===== config.mk =====
export PLATFORM = sky130hd
export DESIGN_NAME = sha256_msg_schedule
export DESIGN_NICKNAME = d
export VERILOG_FILES = /design/src/rtl/sha256_msg_schedule_pkg.sv /design/src/rtl/sha256_msg_schedule_small_sigma.sv /design/src/rtl/sha256_msg_schedule.sv
export SDC_FILE = /design/constraint.sdc
export NUM_CORES = 1
export LEC_CHECK = 0
export BUFFER_PORTS_ARGS = -buffer_cell sky130_fd_sc_hd__buf_2
export CORE_MARGIN = 2
export CORE_UTILIZATION = 56
export CTS_CLUSTER_SIZE = 10
export DETAILED_ROUTE_END_ITERATION = 8
export PLACE_DENSITY = 0.76
export SYNTH_ARGS = -nofsm -noshare
export SYNTH_HDL_FRONTEND = slang
export SYNTH_HIERARCHICAL = 1
export SYNTH_SLANG_ARGS = --single-unit
export TNS_END_PERCENT = 50

===== constraint.sdc =====
create_clock -name clk -period 3.8 [get_ports clk]
set_input_delay 0.76 -clock clk [delete_from_list [all_inputs] [get_ports clk]]
set_output_delay 0.76 -clock clk [all_outputs]
set_load 0.03 [all_outputs]

===== src/rtl/sha256_msg_schedule_pkg.sv =====
// Shared types, widths and sigma/carry-save helpers for the SHA-256 message schedule.
package sha256_msg_schedule_pkg;

    localparam int unsigned WORD_W    = 32;
    localparam int unsigned WIN_DEPTH = 16;
    localparam int unsigned CNT_W     = 7;
    localparam int unsigned ROUND_W   = 6;

    localparam int unsigned S0_R1 = 7;
    localparam int unsigned S0_R2 = 18;
    localparam int unsigned S0_SH = 3;
    localparam int unsigned S1_R1 = 17;
    localparam int unsigned S1_R2 = 19;
    localparam int unsigned S1_SH = 10;

    typedef logic [WORD_W-1:0] word_t;

    typedef enum logic {
        ST_LOAD   = 1'b0,
        ST_EXPAND = 1'b1
    } state_e;

    // Redundant (sum, carry) pair produced by one 3:2 compression stage
    typedef struct packed {
        word_t s;
        word_t c;
    } csa_t;

    function automatic word_t rotr(input word_t x, input int unsigned n);
        return (x >> n) | (x << (WORD_W - n));
    endfunction

    function automatic word_t small_sigma0(input word_t x);
        return rotr(x, S0_R1) ^ rotr(x, S0_R2) ^ (x >> S0_SH);
    endfunction

    function automatic word_t small_sigma1(input word_t x);
        return rotr(x, S1_R1) ^ rotr(x, S1_R2) ^ (x >> S1_SH);
    endfunction

    // Carry-save stage; the carry out of bit 31 is dropped (mod 2^32)
    function automatic csa_t csa(input word_t a, input word_t b, input word_t c);
        csa_t r;
        r.s = a ^ b ^ c;
        r.c = ((a & b) | (a & c) | (b & c)) << 1;
        return r;
    endfunction

endpackage


===== src/rtl/sha256_msg_schedule_small_sigma.sv =====
// Combinational SHA-256 small sigma: SEL=0 selects sigma0, SEL=1 selects sigma1.
module sha256_msg_schedule_small_sigma
    import sha256_msg_schedule_pkg::*;
#(
    parameter int unsigned SEL = 0
) (
    input  logic [WORD_W-1:0] x,
    output logic [WORD_W-1:0] y
);

    // Pick the rotate/shift set at elaboration time
    if (SEL == 0) begin : g_sigma0
        assign y = small_sigma0(x);
    end else begin : g_sigma1
        assign y = small_sigma1(x);
    end

endmodule


===== src/rtl/sha256_msg_schedule.sv =====
// Word-serial SHA-256 message schedule: loads W0..W15, then expands W16..W(ROUNDS-1).
module sha256_msg_schedule
    import sha256_msg_schedule_pkg::*;
#(
    parameter int unsigned ROUNDS = 64
) (
    input  logic               clk,
    input  logic               rst_n,
    input  logic               flush,
    input  logic               in_valid,
    output logic               in_ready,
    input  logic [WORD_W-1:0]  in_word,
    output logic               w_valid,
    input  logic               w_ready,
    output logic [WORD_W-1:0]  w_word,
    output logic [ROUND_W-1:0] w_round,
    output logic               w_last
);

    localparam logic [CNT_W-1:0] LOAD_END = CNT_W'(WIN_DEPTH - 1);
    localparam logic [CNT_W-1:0] LAST_CNT = CNT_W'(ROUNDS - 1);

    state_e                           state;
    state_e                           state_nxt;
    logic [CNT_W-1:0]                 cnt;
    logic [WIN_DEPTH-1:0][WORD_W-1:0] win;

    logic  adv;
    logic  load_fire;
    logic  exp_fire;
    logic  shift_en;
    word_t new_word;
    word_t sig0;
    word_t sig1;
    csa_t  stage1;
    csa_t  stage2;
    word_t exp_word;

    assign adv = !w_valid || w_ready;

    sha256_msg_schedule_small_sigma #(.SEL(0)) u_sigma0 (
        .x (win[1]),
        .y (sig0)
    );

    sha256_msg_schedule_small_sigma #(.SEL(1)) u_sigma1 (
        .x (win[14]),
        .y (sig1)
    );

    // Four-operand sum: two carry-save stages then a single carry-propagate add
    assign stage1   = csa(sig1, win[9], sig0);
    assign stage2   = csa(stage1.s, stage1.c, win[0]);
    assign exp_word = stage2.s + stage2.c;

    // State register
    always_ff @(posedge clk or negedge rst_n) begin
        if (!rst_n) begin
            state <= ST_LOAD;
        end else begin
            state <= state_nxt;
        end
    end

    // Next-state: flush wins, otherwise advance at the load/expand boundaries
    always_comb begin
        state_nxt = state;
        if (flush) begin
            state_nxt = ST_LOAD;
        end else begin
            case (state)
                ST_LOAD:   if (load_fire && cnt == LOAD_END) state_nxt = ST_EXPAND;
                ST_EXPAND: if (exp_fire && cnt == LAST_CNT) state_nxt = ST_LOAD;
                default:   state_nxt = ST_LOAD;
            endcase
        end
    end

    // Handshake and shift enables decoded from state
    always_comb begin
        in_ready  = 1'b0;
        load_fire = 1'b0;
        exp_fire  = 1'b0;
        new_word  = exp_word;
        if (state == ST_LOAD) begin
            in_ready  = adv && !flush;
            load_fire = in_ready && in_valid;
            new_word  = in_word;
        end else begin
            exp_fire  = adv && !flush;
        end
        shift_en = load_fire || exp_fire;
    end

    // Round counter with explicit wrap at the final round
    always_ff @(posedge clk or negedge rst_n) begin
        if (!rst_n) begin
            cnt <= '0;
        end else if (flush) begin
            cnt <= '0;
        end else if (shift_en) begin
            cnt <= (cnt == LAST_CNT) ? '0 : cnt + CNT_W'(1);
        end
    end

    // Sliding window: win[15] newest, win[0] dropped on every shift
    always_ff @(posedge clk or negedge rst_n) begin
        if (!rst_n) begin
            win <= '0;
        end else if (shift_en && !flush) begin
            win <= {new_word, win[WIN_DEPTH-1:1]};
        end
    end

    // Output register, held while the consumer stalls
    always_ff @(posedge clk or negedge rst_n) begin
        if (!rst_n) begin
            w_valid <= 1'b0;
            w_word  <= '0;
            w_round <= '0;
            w_last  <= 1'b0;
        end else if (flush) begin
            w_valid <= 1'b0;
            w_last  <= 1'b0;
        end else if (shift_en) begin
            w_valid <= 1'b1;
            w_word  <= new_word;
            w_round <= ROUND_W'(cnt);
            w_last  <= (cnt == LAST_CNT);
        end else if (adv) begin
            w_valid <= 1'b0;
        end
    end

endmodule


=== After elaboration in Yosys (flattened, before gate mapping) ===
Index checks and enable logic that the tools add are counted.

* Equal/unequal tests: 2
* Mux-type cells: 16
* Add/sub/neg operators: 2
* Reductions and logical operators: 12
* Bitwise logic cells: 24

{| class="wikitable"
|+ Operators with widths
! kind !! count
|-
| 32-bit bitwise XOR || 6
|-
| 31-bit AND || 6
|-
| 31-bit OR || 4
|-
| 32-bit adder || 1
|-
| 32-bit two-way mux || 1
|-
| 13-bit by 32-bit OR with 32-bit output || 1
|-
| 14-bit by 32-bit OR with 32-bit output || 1
|-
| 15-bit by 32-bit OR with 32-bit output || 1
|-
| 25-bit by 32-bit OR with 32-bit output || 1
|-
| 32-bit by 22-bit bitwise XOR with 32-bit output || 1
|-
| 32-bit by 29-bit bitwise XOR with 32-bit output || 1
|-
| 7-bit two-way mux || 3
|-
| 1-bit two-way mux || 11
|-
| 7-bit by 1-bit adder with 7-bit output (second input constant) || 1
|-
| 7-bit by 4-bit equality test with 1-bit output (second input constant) || 1
|-
| 7-bit by 6-bit equality test with 1-bit output (second input constant) || 1
|-
| 1-bit logical AND || 5
|-
| 3-bit nonzero test || 1
|-
| 1-bit logical NOT || 2
|-
| 1-bit logical OR || 2
|-
| 1-bit NOT || 2
|-
| 1-bit case mux with 2 select lines || 1
|-
| 2-bit AND reduction || 1
|-
| 2-bit nonzero test || 1
|}

* Output and inout port bits: 41
* Bits of input ports: 37
* Register bits after elaboration: 560
* Logic and storage cells: 78

=== Depth between registers and ports, before layout ===
Gate-level depths: netlist of the first run.

* Depth after elaboration: 11
* Mapped depth: 15
* Gate-level depth less buffers: 14

=== Cells and area by module ===
Netlist of the first run, hierarchy kept.

{| class="wikitable"
|+ By module, submodules not included
! module !! seq. area each (µm²) !! times used !! area each (µm²) !! cells an instance
|-
| sha256_msg_schedule || 13212.7 || 1 || 23622.7 || 2666
|-
| sha256_msg_schedule_small_sigma at u_sigma0 || 0.0 || 1 || 719.4 || 32
|-
| sha256_msg_schedule_small_sigma at u_sigma1 || 0.0 || 1 || 610.6 || 32
|}

=== Least setup slack after synthesis of the first run ===
Ideal clock, no wire load.

* Path type: reg2reg
* From: reg win[40] (netlist bit)
* To: reg win[511] (netlist bit)
* Arrival: 4.053 ns
* Cell stages (with the launch flop): 15
* Setup slack: -0.385 ns
* Buffers on the path: 0
* Clock period less this slack: 4.185 ns
* Setup time: 0.131 ns
* Data required time: 3.669 ns
* Path through: dfrtp_1 xor3_1 fa_1 fa_1 ha_1 inv_1 fa_1 and2b_2 o2111ai_1 a21boi_2 o41ai_4 o31ai_4 nand3_2 and4_1 or3_1

* Word-level cells in the longest chain between the ends: 11
* Elaborated cells on any way between the ends: 18
* Classes of those cells: add/sub (1); mux (1); bitwise (16)

{| class="wikitable"
|+ Ends and longest elaborated chain
! what !! line !! source
|-
| start, declared || sha256_msg_schedule.sv:26 || <nowiki>logic [WIN_DEPTH-1:0][WORD_W-1:0] win;</nowiki>
|-
| start signal, assigned || sha256_msg_schedule.sv:111 || <nowiki>win <= {new_word, win[WIN_DEPTH-1:1]};</nowiki>
|-
| 25-bit by 32-bit OR with 32-bit output * || sha256_msg_schedule_pkg.sv:30 || <nowiki>return (x >> n) | (x << (WORD_W - n));</nowiki>
|-
| 32-bit bitwise XOR * || sha256_msg_schedule_pkg.sv:34 || <nowiki>return rotr(x, S0_R1) ^ rotr(x, S0_R2) ^ (x >> S0_SH);</nowiki>
|-
| 32-bit by 29-bit bitwise XOR with 32-bit output * || sha256_msg_schedule_pkg.sv:34 ||
|-
| named net sig0[1] || sha256_msg_schedule.sv:33 || <nowiki>word_t sig0;</nowiki>
|-
| 31-bit AND || sha256_msg_schedule_pkg.sv:45 || <nowiki>r.c = ((a & b) | (a & c) | (b & c)) << 1;</nowiki>
|-
| 31-bit OR (2 in a row) || sha256_msg_schedule_pkg.sv:45 ||
|-
| 31-bit AND || sha256_msg_schedule_pkg.sv:45 ||
|-
| 31-bit OR (2 in a row) || sha256_msg_schedule_pkg.sv:45 ||
|-
| 32-bit adder * || sha256_msg_schedule.sv:54 || <nowiki>assign exp_word = stage2.s + stage2.c;</nowiki>
|-
| 32-bit two-way mux * || sha256_msg_schedule.sv:85 || <nowiki>if (state == ST_LOAD) begin</nowiki>
|}

The timed path passes the listed nets; every way through them passes the cells marked *.
A chain may end at the register's enable or synchronous reset.

=== Worst setup path after layout of the first run ===
* From: reg win[458] (netlist bit)
* To: reg win[511] (netlist bit)

* Elaborated cells on any way between the ends: 19
* Classes of those cells: add/sub (1); mux (1); bitwise (17)

{| class="wikitable"
|+ RTL lines
! what !! line !! source
|-
| 32-bit by 22-bit bitwise XOR with 32-bit output * || sha256_msg_schedule_pkg.sv:38 || <nowiki>return rotr(x, S1_R1) ^ rotr(x, S1_R2) ^ (x >> S1_SH);</nowiki>
|-
| named net sig1[0] || sha256_msg_schedule.sv:34 || <nowiki>word_t sig1;</nowiki>
|-
| 31-bit AND || sha256_msg_schedule_pkg.sv:45 ||
|-
| 31-bit OR (2 in a row) || sha256_msg_schedule_pkg.sv:45 ||
|-
| 31-bit AND || sha256_msg_schedule_pkg.sv:45 ||
|-
| 31-bit OR (2 in a row) || sha256_msg_schedule_pkg.sv:45 ||
|-
| 32-bit adder * || sha256_msg_schedule.sv:54 ||
|-
| 32-bit two-way mux * || sha256_msg_schedule.sv:85 ||
|}

Marks and branches as above.

==> run metrics, run 1 <==
largest net degree at the start of global routing=140; final cell count without fillers=3506; Worst Path Required=between 4000 and 5000 ps; top cells by area, synth=dfrtp_1 53%, nand2_1 21%, fa_1 5.0%; total power=approximately 26000 uW; status=complete, but fails checks; # fillers=3560; CP arrival=approximately 4600 ps; vias in the first global route=18520; Die H=215.1 um; Cell Area, Synth=between 20000 and 25000 um2; I/O Buffers=77; GRT Total Usage=0.2835; worst path cell trace=xor3_1 -> fa_1 -> fa_1 -> ha_2 -> inv_2 -> fa_2 -> and2b_2 -> o2111ai_4 -> a21boi_4 -> o41ai_4 -> o31ai_4 -> nand3_2 -> and4_1 -> or3_1; Fmax achieved=247.3 MHz; layout cells sized above 1=0.1469; setup ws final=-243.3 ps; Yosys warnings=6; Clock Tree Buf Depth=3; Comb pwr share=0.515; H-tree depth=2; Post-synth EDFFs=0; CTS sink count=around 530; CTS Buf Count=59; relative slew slack=0.4757; routed len/inst=about 18 um; placed wire-length estimate=between 40000 and 50000 um; via count=about 19000; Net Sw Power=~10000 uW; Final Wtd Congestion=around 0.93; PwrDens=886.8 nW/um2; Die Wd=about 220 um; clk slew on worst S/H paths=about 70 ps; antenna viol nets, final=0; Hold Vio Cnt, Final=0; area share of the largest cell type after synthesis=0.5295; Slew Limit Fails=0; crit end category=flop; final period utilization=1.064; worst slew pin tran=roughly 800 ps; CORE AREA=approximately 44000 um2; Crit Path Max Fanout=3; Synth Instances=2730; most area-hungry cell type in the Yosys netlist=dfrtp_1; grt ovf=0; Reg power frac=0.294; violated checks=setup timing; CTS Hold Bufs=0; DRT iter0 DRCs=1732; most frequent CP cell=fa_1; average size of a mapped cell=about 9.1 um2; startpoint types=flop; clock network power share=0.191; Crit-path slowest cell=fa_1; Yosys cell types=62; Worst R2R Start=win[458]; Critical Path Source=win[458]; Initial DRT Pass Iterations=5; Top FF cell, synth=dfrtp_1; maxcap violations=0; Leakage=approximately 0.016 uW; drt total wl=approximately 64000 um; commonest non-fill, non-tap cell in the layout=nand2_1; worst skew pair latency=between 600 and 700 ps; Seq/Total Area, Yosys=0.5295; Post-Route Skew=37.08 ps; synthesis-stage register bit count=between 500 and 600; max incr delay on CP=520 ps; die area=roughly 46000 um2; internal power=around 16000 uW; Boundary Pins=78; syn nets=roughly 2900; initial antenna violation count=1; DR vias/cell=5.286; Area Growth Syn to Fin=16.21%; Peak VDD IR=0.8698 mV; Placement Rows=between 70 and 80; crit path kind=reg -> reg; NumNets Final=about 3000; most frequent cells in the layout=1375 x nand2_1, 522 x dfrtp_1, 177 x buf_4, 135 x inv_1, 91 x o21ai_0; min Tclk post-route=slightly above 4000 ps; first-pass GRT wire length=101600 um; # DRC=0; Hold Path Class=in -> async; FFs w/ async S/R, synth=1.000; CTS tree=yes; clk root buf=clkbuf_16; dpl cells=about 3400; RSZ-0062 raised after global routing=yes; switching power share of the total=0.3900; Initial Utilization=0.5655; # setup viols final=14
## layout make-up
cell class / instances / area (um2) / share of cell area
clock buffers: 65 / 1499 / 0.05169
clock inverters: 4 / 61.31 / 0.002114
inverters: 144 / 540.5 / 0.01864
diodes: 1 / 2.502 / 0.00008630
multi-input cells: 1898 / 10870 / 0.3748
flip-flops and latches: 528 / 13220 / 0.4559
well taps: 592 / 740.7 / 0.02554
repair buffers: 274 / 2063 / 0.07115
## registers in the layout, summed over array words and instances, names as in the netlist
register  count
w_last        1
win         512
state         1
cnt           7
w_valid       1
w_round       6
## cell families after synthesis
kind of cell	after synthesis	synth area share
AND/OR/NAND/NOR	1479	0.2306
flip-flops	528	0.5295
buffers and inverters	304	0.05330
AO/OA/AOI/OAI	216	0.05085
adder cells (fa/ha/maj)	94	0.06579
XOR/XNOR	92	0.06313
multiplexers	17	0.006869
## path summary, 6_finish.rpt
kind | slack (ps) | cells after the start | to
worst max-delay path | -240 | 14 | win[511]
min in group clk | 410 | 3 | win[502]
worst max register to register | -240 | 14 | win[511]
max in group asynchronous | 2670 | 2 | win[254]
worst min-delay path | 160 | 1 | w_round[0]
worst min register to register | 460 | 2 | win[172]
## cell usage after synthesis (2+ instances only)
master	number
a211oi_1	3
a21boi_0	4
a21boi_2	2
a21o_1	7
a21o_2	2
a21oi_1	49
a311oi_1	2
a31oi_1	7
and2_1	3
and4_1	2
buf_1	6
buf_2	39
buf_4	35
clkbuf_1	78
dfrtp_1	528
fa_1	62
ha_1	32
inv_1	144
mux2i_1	16
nand2_1	1378
nand2b_1	5
nand3_1	11
nand3b_1	2
nand4_1	5
nor2_1	33
nor2b_1	2
nor3_1	8
nor3b_1	17
o211ai_1	3
o21a_1	8
o21ai_0	111
o21ai_2	2
o21bai_1	2
o31ai_1	4
or3_1	2
or4_1	2
xnor2_1	23
xor2_1	18
xor3_1	50
## stage by stage
step	setup slack, ps	cell area (um2)	setup TNS (ps)	hold WS (ps)	util
floorplan	-165.2	24970	-801.2	438.6	-
global placement	-310.0	26840	-3010	443.7	0.6083
detailed placement	-348.1	26840	-3843	448.0	0.6083
CTS	-307.6	28710	-1700	178.4	0.6506
global route	-397.5	28990	-4519	210.9	0.6571
finish	-243.3	29000	-1709	161.7	0.6571
## power groups by stage
stage / registers [uW] / clock network, uW / logic (uW)
finish: 7570 / 4910 / 13200
global route: 7700 / 5210 / 14400
CTS: 7560 / 5010 / 12300
detailed placement: 7630 / 0 / 11400
global placement: 7590 / 0 / 11300
floorplan: 7440 / 0 / 6810
## repair_timing
action                                  in CTS  in global routing
buffers inserted                             9                  8
pin swaps                                   29                 40
resized for setup                           57                 54
endpoints found under the setup margin      20                 22
## critical path, delay by kind of cell (launching register included)
family | cells | cell delay [ps]
xor+xnor | 1 | 470
fa+ha+maj | 4 | 1480
buf+inv | 1 | 40
compound gates | 4 | 710
flops | 1 | 360
simple gates | 4 | 860
## metal layers
layer	vias up	global-route usage	wire, um	part of all wire
met5	-	0	0	0
met4	0	0.09632	2207	0.035
met3	125	0.07403	4450	0.070
met2	497	0.4488	30280	0.47
met1	9165	0.3840	26890	0.42
li1	8747	-	-	-
No activity file was read; power rests on OpenSTA's default activity.
==> run 2, diff against run 1 <==
--- a/config.mk
+++ b/config.mk
@@ -7,10 +7,10 @@
 export LEC_CHECK = 0
 export BUFFER_PORTS_ARGS = -buffer_cell sky130_fd_sc_hd__buf_2
 export CORE_MARGIN = 2
-export CORE_UTILIZATION = 56
+export CORE_UTILIZATION = 60
 export CTS_CLUSTER_SIZE = 10
 export DETAILED_ROUTE_END_ITERATION = 8
-export PLACE_DENSITY = 0.76
+export PLACE_DENSITY = 0.77
 export SYNTH_ARGS = -nofsm -noshare
 export SYNTH_HDL_FRONTEND = slang
 export SYNTH_HIERARCHICAL = 1
==> constraint.sdc (replaced) <==
create_clock -name clk -period 4.83 [get_ports clk]
set_input_delay 0.966 -clock clk [delete_from_list [all_inputs] [get_ports clk]]
set_output_delay 0.966 -clock clk [all_outputs]
set_load 0.03 [all_outputs]
==> run metrics, run 2 (same netlist as run 1, synthesis figures left out) <==
Hold Vio Cnt, Final=0 (unchanged); Worst Path Required=5320 ps (+1020 ps); crit path kind=reg -> reg; drt total wl=59780 um (-6.4%); via count=17840 (-3.7%); worst path cell trace=xor3_1 -> fa_1 -> fa_1 -> ha_1 -> inv_1 -> fa_1 -> and2b_2 -> o2111ai_1 -> a21boi_2 -> o41ai_4 -> o31ai_4 -> nand3_2 -> and4_1 -> or3_1; clk root buf=clkbuf_16; startpoint types=flop; crit end category=flop; worst skew pair latency=610 ps (-20 ps); first-pass GRT wire length=97010 um (-4.5%); vias in the first global route=17970 (-3.0%); Crit-path slowest cell=fa_1; Initial DRT Pass Iterations=6 (+1); CTS Buf Count=59 (unchanged); status=finished clean; CTS sink count=528 (unchanged); clk slew on worst S/H paths=60 ps (about the same); NumNets Final=2871 (-5.4%); RSZ-0062 raised after global routing=no; Clock Tree Buf Depth=3 (unchanged); CTS tree=yes; Most flops, register=win; most frequent CP cell=fa_1; # setup viols final=0 (-14); Slew Limit Fails=0 (unchanged); Boundary Pins=78 (unchanged); maxcap violations=0 (unchanged); Comb pwr share=0.430 (-0.085); Critical Path Source=win[459]; I/O Buffers=77 (unchanged); Hold Path Class=in -> async; Die Wd=207.9 um (-3.3%); CORE AREA=40920 um2 (-7.3%); total power=17300 uW (-33%); clock network power share=0.221 (+0.030); DRT iter0 DRCs=1650 (-4.7%); placed wire-length estimate=41510 um (-6.8%); aggregate negative setup slack=0 ps (+1709 ps); Worst R2R Start=win[459]; Post-Route Skew=25.01 ps (-12.06 ps); Area Growth Syn to Fin=8.905%; CTS Hold Bufs=0 (unchanged); GRT Total Usage=0.2864 (+0.002949); Peak VDD IR=0.4605 mV (-47%); initial antenna violation count=1 (unchanged); Reg power frac=0.349 (+0.055); biggest regs=win x512, cnt x7, w_round x6; Final Wtd Congestion=0.9137 (-2.2%); Initial Utilization=0.6097 (+0.04423); most frequent cells in the layout=1378 x nand2_1, 527 x dfrtp_1, 144 x inv_1, 111 x o21ai_0, 76 x buf_2; internal power=10460 uW (-33%); min Tclk post-route=4535 ps (+491.6 ps); Antenna Cells=0 (-1); switching power share of the total=0.3955 (+0.005454); CP arrival=5030 ps (+480 ps); Net Sw Power=6842 uW (-32%); worst slew pin tran=993.2 ps (+206.7 ps); max reg flops=512 (unchanged); Leakage=0.01469 uW (-5.6%); Die H=207.9 um (-3.3%); relative slew slack=0.3378 (-0.1378); r2r setup slk=300 ps (+540 ps); routed len/inst=18.21 um (about the same); # DRC=0 (unchanged); DR vias/cell=5.436 (+2.8%); CTS resizes=0 (-100%); Crit Path Max Fanout=5 (+2); die area=43230 um2 (-6.5%); grt ovf=0 (unchanged); PwrDens=636.6 nW/um2 (-28%); commonest non-fill, non-tap cell in the layout=nand2_1; largest net degree at the start of global routing=137 (-2.1%); antenna viol nets, final=0 (unchanged); layout cells sized above 1=0.07018 (-0.07675); H-tree depth=2 (unchanged); Fmax achieved=220.5 MHz (-11%); Placement Rows=74 (-3.9%); final period utilization=0.9389 (-0.1251); post-CTS setup buffer count=0 (-9); max incr delay on CP=520 ps (about the same)
-- run 2: power by group through the flow --
stage                     clock network (uW)  logic [uW]  registers [uW]
after detailed placement                   0        7350            6090
after global routing                    4060        8200            6140
after floorplan                            0        5330            5860
after CTS                               3900        7440            6030
after global placement                     0        7270            6040
final                                   3830        7430            6040
-- run 2: path summary, 6_finish.rpt --
path / to / cells after the start
worst min register to register: win[342] / 2
worst min-delay path: win[192] / 1
min in group clk: win[342] / 2
max in group asynchronous: win[190] / 2
worst max-delay path: win[511] / 14
worst max register to register: win[511] / 14
-- run 2: metrics by stage --
stage               worst slack [ps]  hold WS [ps]  utilization  cells  instance area (um2)
floorplan                      645.2         438.6            -   2730                24950
global placement               322.0         445.7       0.6261   3211                25620
detailed placement             318.7         448.4       0.6261   3211                25620
CTS                            303.9         431.3       0.6640   3282                27170
global route                   118.2         476.8       0.6640   3282                27170
finish                         295.2         413.2       0.6640   3282                27170
-- run 2: critical path, delay by kind of cell, from the launching register on --
kind	cells	cell delay, ps
simple gates	4	920
xor+xnor	1	510
flops	1	440
buf+inv	1	70
fa+ha+maj	4	1570
compound gates	4	910
-- run 2: layout make-up --
type	count	area, um2
fillers	3244	13750
flip-flops and latches	528	13210
multi-input cells	1898	10420
clock buffers	68	1520
repair buffers	109	785.8
well taps	532	665.6
inverters	144	540.5
clock inverters	3	33.78
-- run 2: per-layer routing --
metal,up-vias,track usage,part of all wire,routed length [um]
met4,0,0.1142,0.039,2345
met5,-,0,0,0
met2,446,0.4541,0.48,28550
met3,128,0.05600,0.057,3388
li1,8396,-,-,-
met1,8872,0.3938,0.43,25490
==> run 3, diff against run 2 <==
--- a/config.mk
+++ b/config.mk
@@ -6,11 +6,13 @@
 export NUM_CORES = 1
 export LEC_CHECK = 0
 export BUFFER_PORTS_ARGS = -buffer_cell sky130_fd_sc_hd__buf_2
+export CELL_PAD_IN_SITES_DETAIL_PLACEMENT = 2
+export CELL_PAD_IN_SITES_GLOBAL_PLACEMENT = 2
 export CORE_MARGIN = 2
-export CORE_UTILIZATION = 60
+export CORE_UTILIZATION = 43
 export CTS_CLUSTER_SIZE = 10
 export DETAILED_ROUTE_END_ITERATION = 8
-export PLACE_DENSITY = 0.77
+export PLACE_DENSITY_LB_ADDON = 0.1
 export SYNTH_ARGS = -nofsm -noshare
 export SYNTH_HDL_FRONTEND = slang
 export SYNTH_HIERARCHICAL = 1
==> run metrics, run 3 (same netlist as run 1, synthesis figures left out) <==
Final Wtd Congestion=0.9001 (-1.5%); total power=18210 uW (+5.3%); Post-Route Skew=9.122 ps (-15.89 ps); maxcap violations=0 (unchanged); PwrDens=659.2 nW/um2 (+3.6%); max reg flops=512 (unchanged); crit end category=flop; Initial Utilization=0.4333 (-0.1764); commonest non-fill, non-tap cell in the layout=nand2_1; H-tree depth=2 (unchanged); biggest regs=win x512, cnt x7, w_round x6; layout cells sized above 1=0.06998 (-0.0002036); Hold Vio Cnt, Final=0 (unchanged); aggregate negative setup slack=0 ps (unchanged); crit path kind=reg -> reg; min Tclk post-route=4733 ps (+198.4 ps); NumNets Final=2867 (-0.14%); worst skew pair latency=630 ps (+20 ps); CP endpoint=win[511]; placed cell area=25860 um2 (+0.93%); drt total wl=77440 um (+30%); Fmax achieved=211.3 MHz (-4.2%); CP arrival=5240 ps (+210 ps); I/O Buffers=77 (unchanged); grt ovf=0 (unchanged); Antenna Cells=0 (unchanged); Most flops, register=win; routed len/inst=21.98 um (+21%); end of the worst register-to-register path=win[511]; multi-input logic area=10420 um2 (unchanged); largest net degree at the start of global routing=162 (+18%); Worst Path Required=5340 ps (+20 ps); startpoint types=flop; Die Wd=244.9 um (+18%); Crit Path Max Fanout=5 (unchanged); Placement Rows=88 (+19%); cell area after layout=27630 um2 (+1.7%); vias in the first global route=21170 (+18%); Worst R2R Start=win[468]; GRT Total Usage=0.2672 (-0.01918); # DRC=0 (unchanged); status=finished clean; initial antenna violation count=1 (unchanged); Slew Limit Fails=0 (unchanged); Leakage=0.01475 uW (+0.40%); relative slew slack=0.4130 (+0.07513); # fillers=6201 (+91%); CTS Buf Count=61 (+3.4%); Critical Path Source=win[468]; final cell count without fillers=3523 (+7.3%); placed wire-length estimate=52810 um (+27%); Boundary Pins=78 (unchanged); CTS tree=yes; Clock Tree Buf Depth=3 (unchanged); Peak VDD IR=0.3178 mV (-31%); first-pass GRT wire length=123300 um (+27%); reg2reg path depth=14 (unchanged); via count=18510 (+3.7%); RSZ-0062 raised after global routing=yes; CTS sink count=528 (unchanged); DRT iter0 DRCs=1129 (-32%); Initial DRT Pass Iterations=5 (-1); worst slew pin tran=880.5 ps (-112.7 ps); dpl cells=3437 (+7.0%); most frequent cells in the layout=1378 x nand2_1, 527 x dfrtp_1, 144 x inv_1, 111 x o21ai_0, 76 x buf_2; Layout Utilization=0.4798 (-0.1843); Reg area=13210 um2 (unchanged); r2r setup slk=100 ps (-200 ps); clk slew on worst S/H paths=60 ps (about the same); DR vias/cell=5.253 (-3.4%); clk root buf=clkbuf_16; antenna viol nets, final=0 (unchanged); CORE AREA=57590 um2 (+41%); # setup viols final=0 (unchanged); Area Growth Syn to Fin=10.72%; final period utilization=0.9800 (+0.04108); Hold Path Class=in -> async; Die H=244.9 um (+18%); die area=59970 um2 (+39%)
[run 3: cell types whose count changed in the layout (fill, tap and decap cells not counted), sizes merged]
| cell | previous run | this run |
|---|---|---|
| inv | 146 | 145 |
| bufinv | 0 | 3 |
| buf | 109 | 103 |
| clkbuf | 68 | 79 |
| clkinv | 1 | 2 |
[run 3: metal layers]
metal,track usage,routed length [um]
met1,0.3341,32380
met2,0.4641,39150
met3,0.04013,2602
met4,0.1096,3313
met5,0,0
[run 3: worst min path at each step]
stage / startpoint / endpoint / cells after the start
CTS: rst_n / w_round[2] / 1
finish: rst_n / w_round[2] / 1
floorplan: win[132] / win[100] / 2
detailed placement: win[237] / win[205] / 2
global route: rst_n / w_round[2] / 1
global placement: win[358] / win[326] / 2
[run 3: through the flow]
stage	hold slack (ps)	setup slack (ps)
floorplan	438.6	645.2
global placement	446.7	281.3
detailed placement	455.7	85.33
CTS	398.2	43.37
global route	402.9	-14.80
finish	357.1	96.77
[run 3: report_power, final]
group          switching (uW)  leakage [uW]  internal, uW
registers                 753       0.00707          5340
clock network            1820      0.000852          2480
logic                    4850       0.00683          2980
total                    7430        0.0147         10800
[run 3: critical path, cell delays in order, from the launching register on]
cell and delay (ps):
dfrtp_1 440, xor3_1 480, fa_1 540, fa_1 580
ha_1 230, inv_1 70, fa_1 410, and2b_2 250
o2111ai_1 210, a21boi_2 260, o41ai_4 140, o31ai_4 300
nand3_2 120, and4_1 210, or3_1 370
[run 3: final cells by class]
cell class	instances	share of cell area
clock buffer	79	0.05883
sequential	528	0.4783
tap	765	0.03465
clock inverter	6	0.004846
multi-input combinational	1898	0.3770
timing repair buffer	103	0.02681
inverter	144	0.01957
[run 3: repair_timing]
item	4_1_cts	5_1_grt
endpoints found under the hold margin	0	0
setup endpoints to repair	0	4
hold buffers	0	0
gates resized for setup	0	1
buffers inserted	0	1
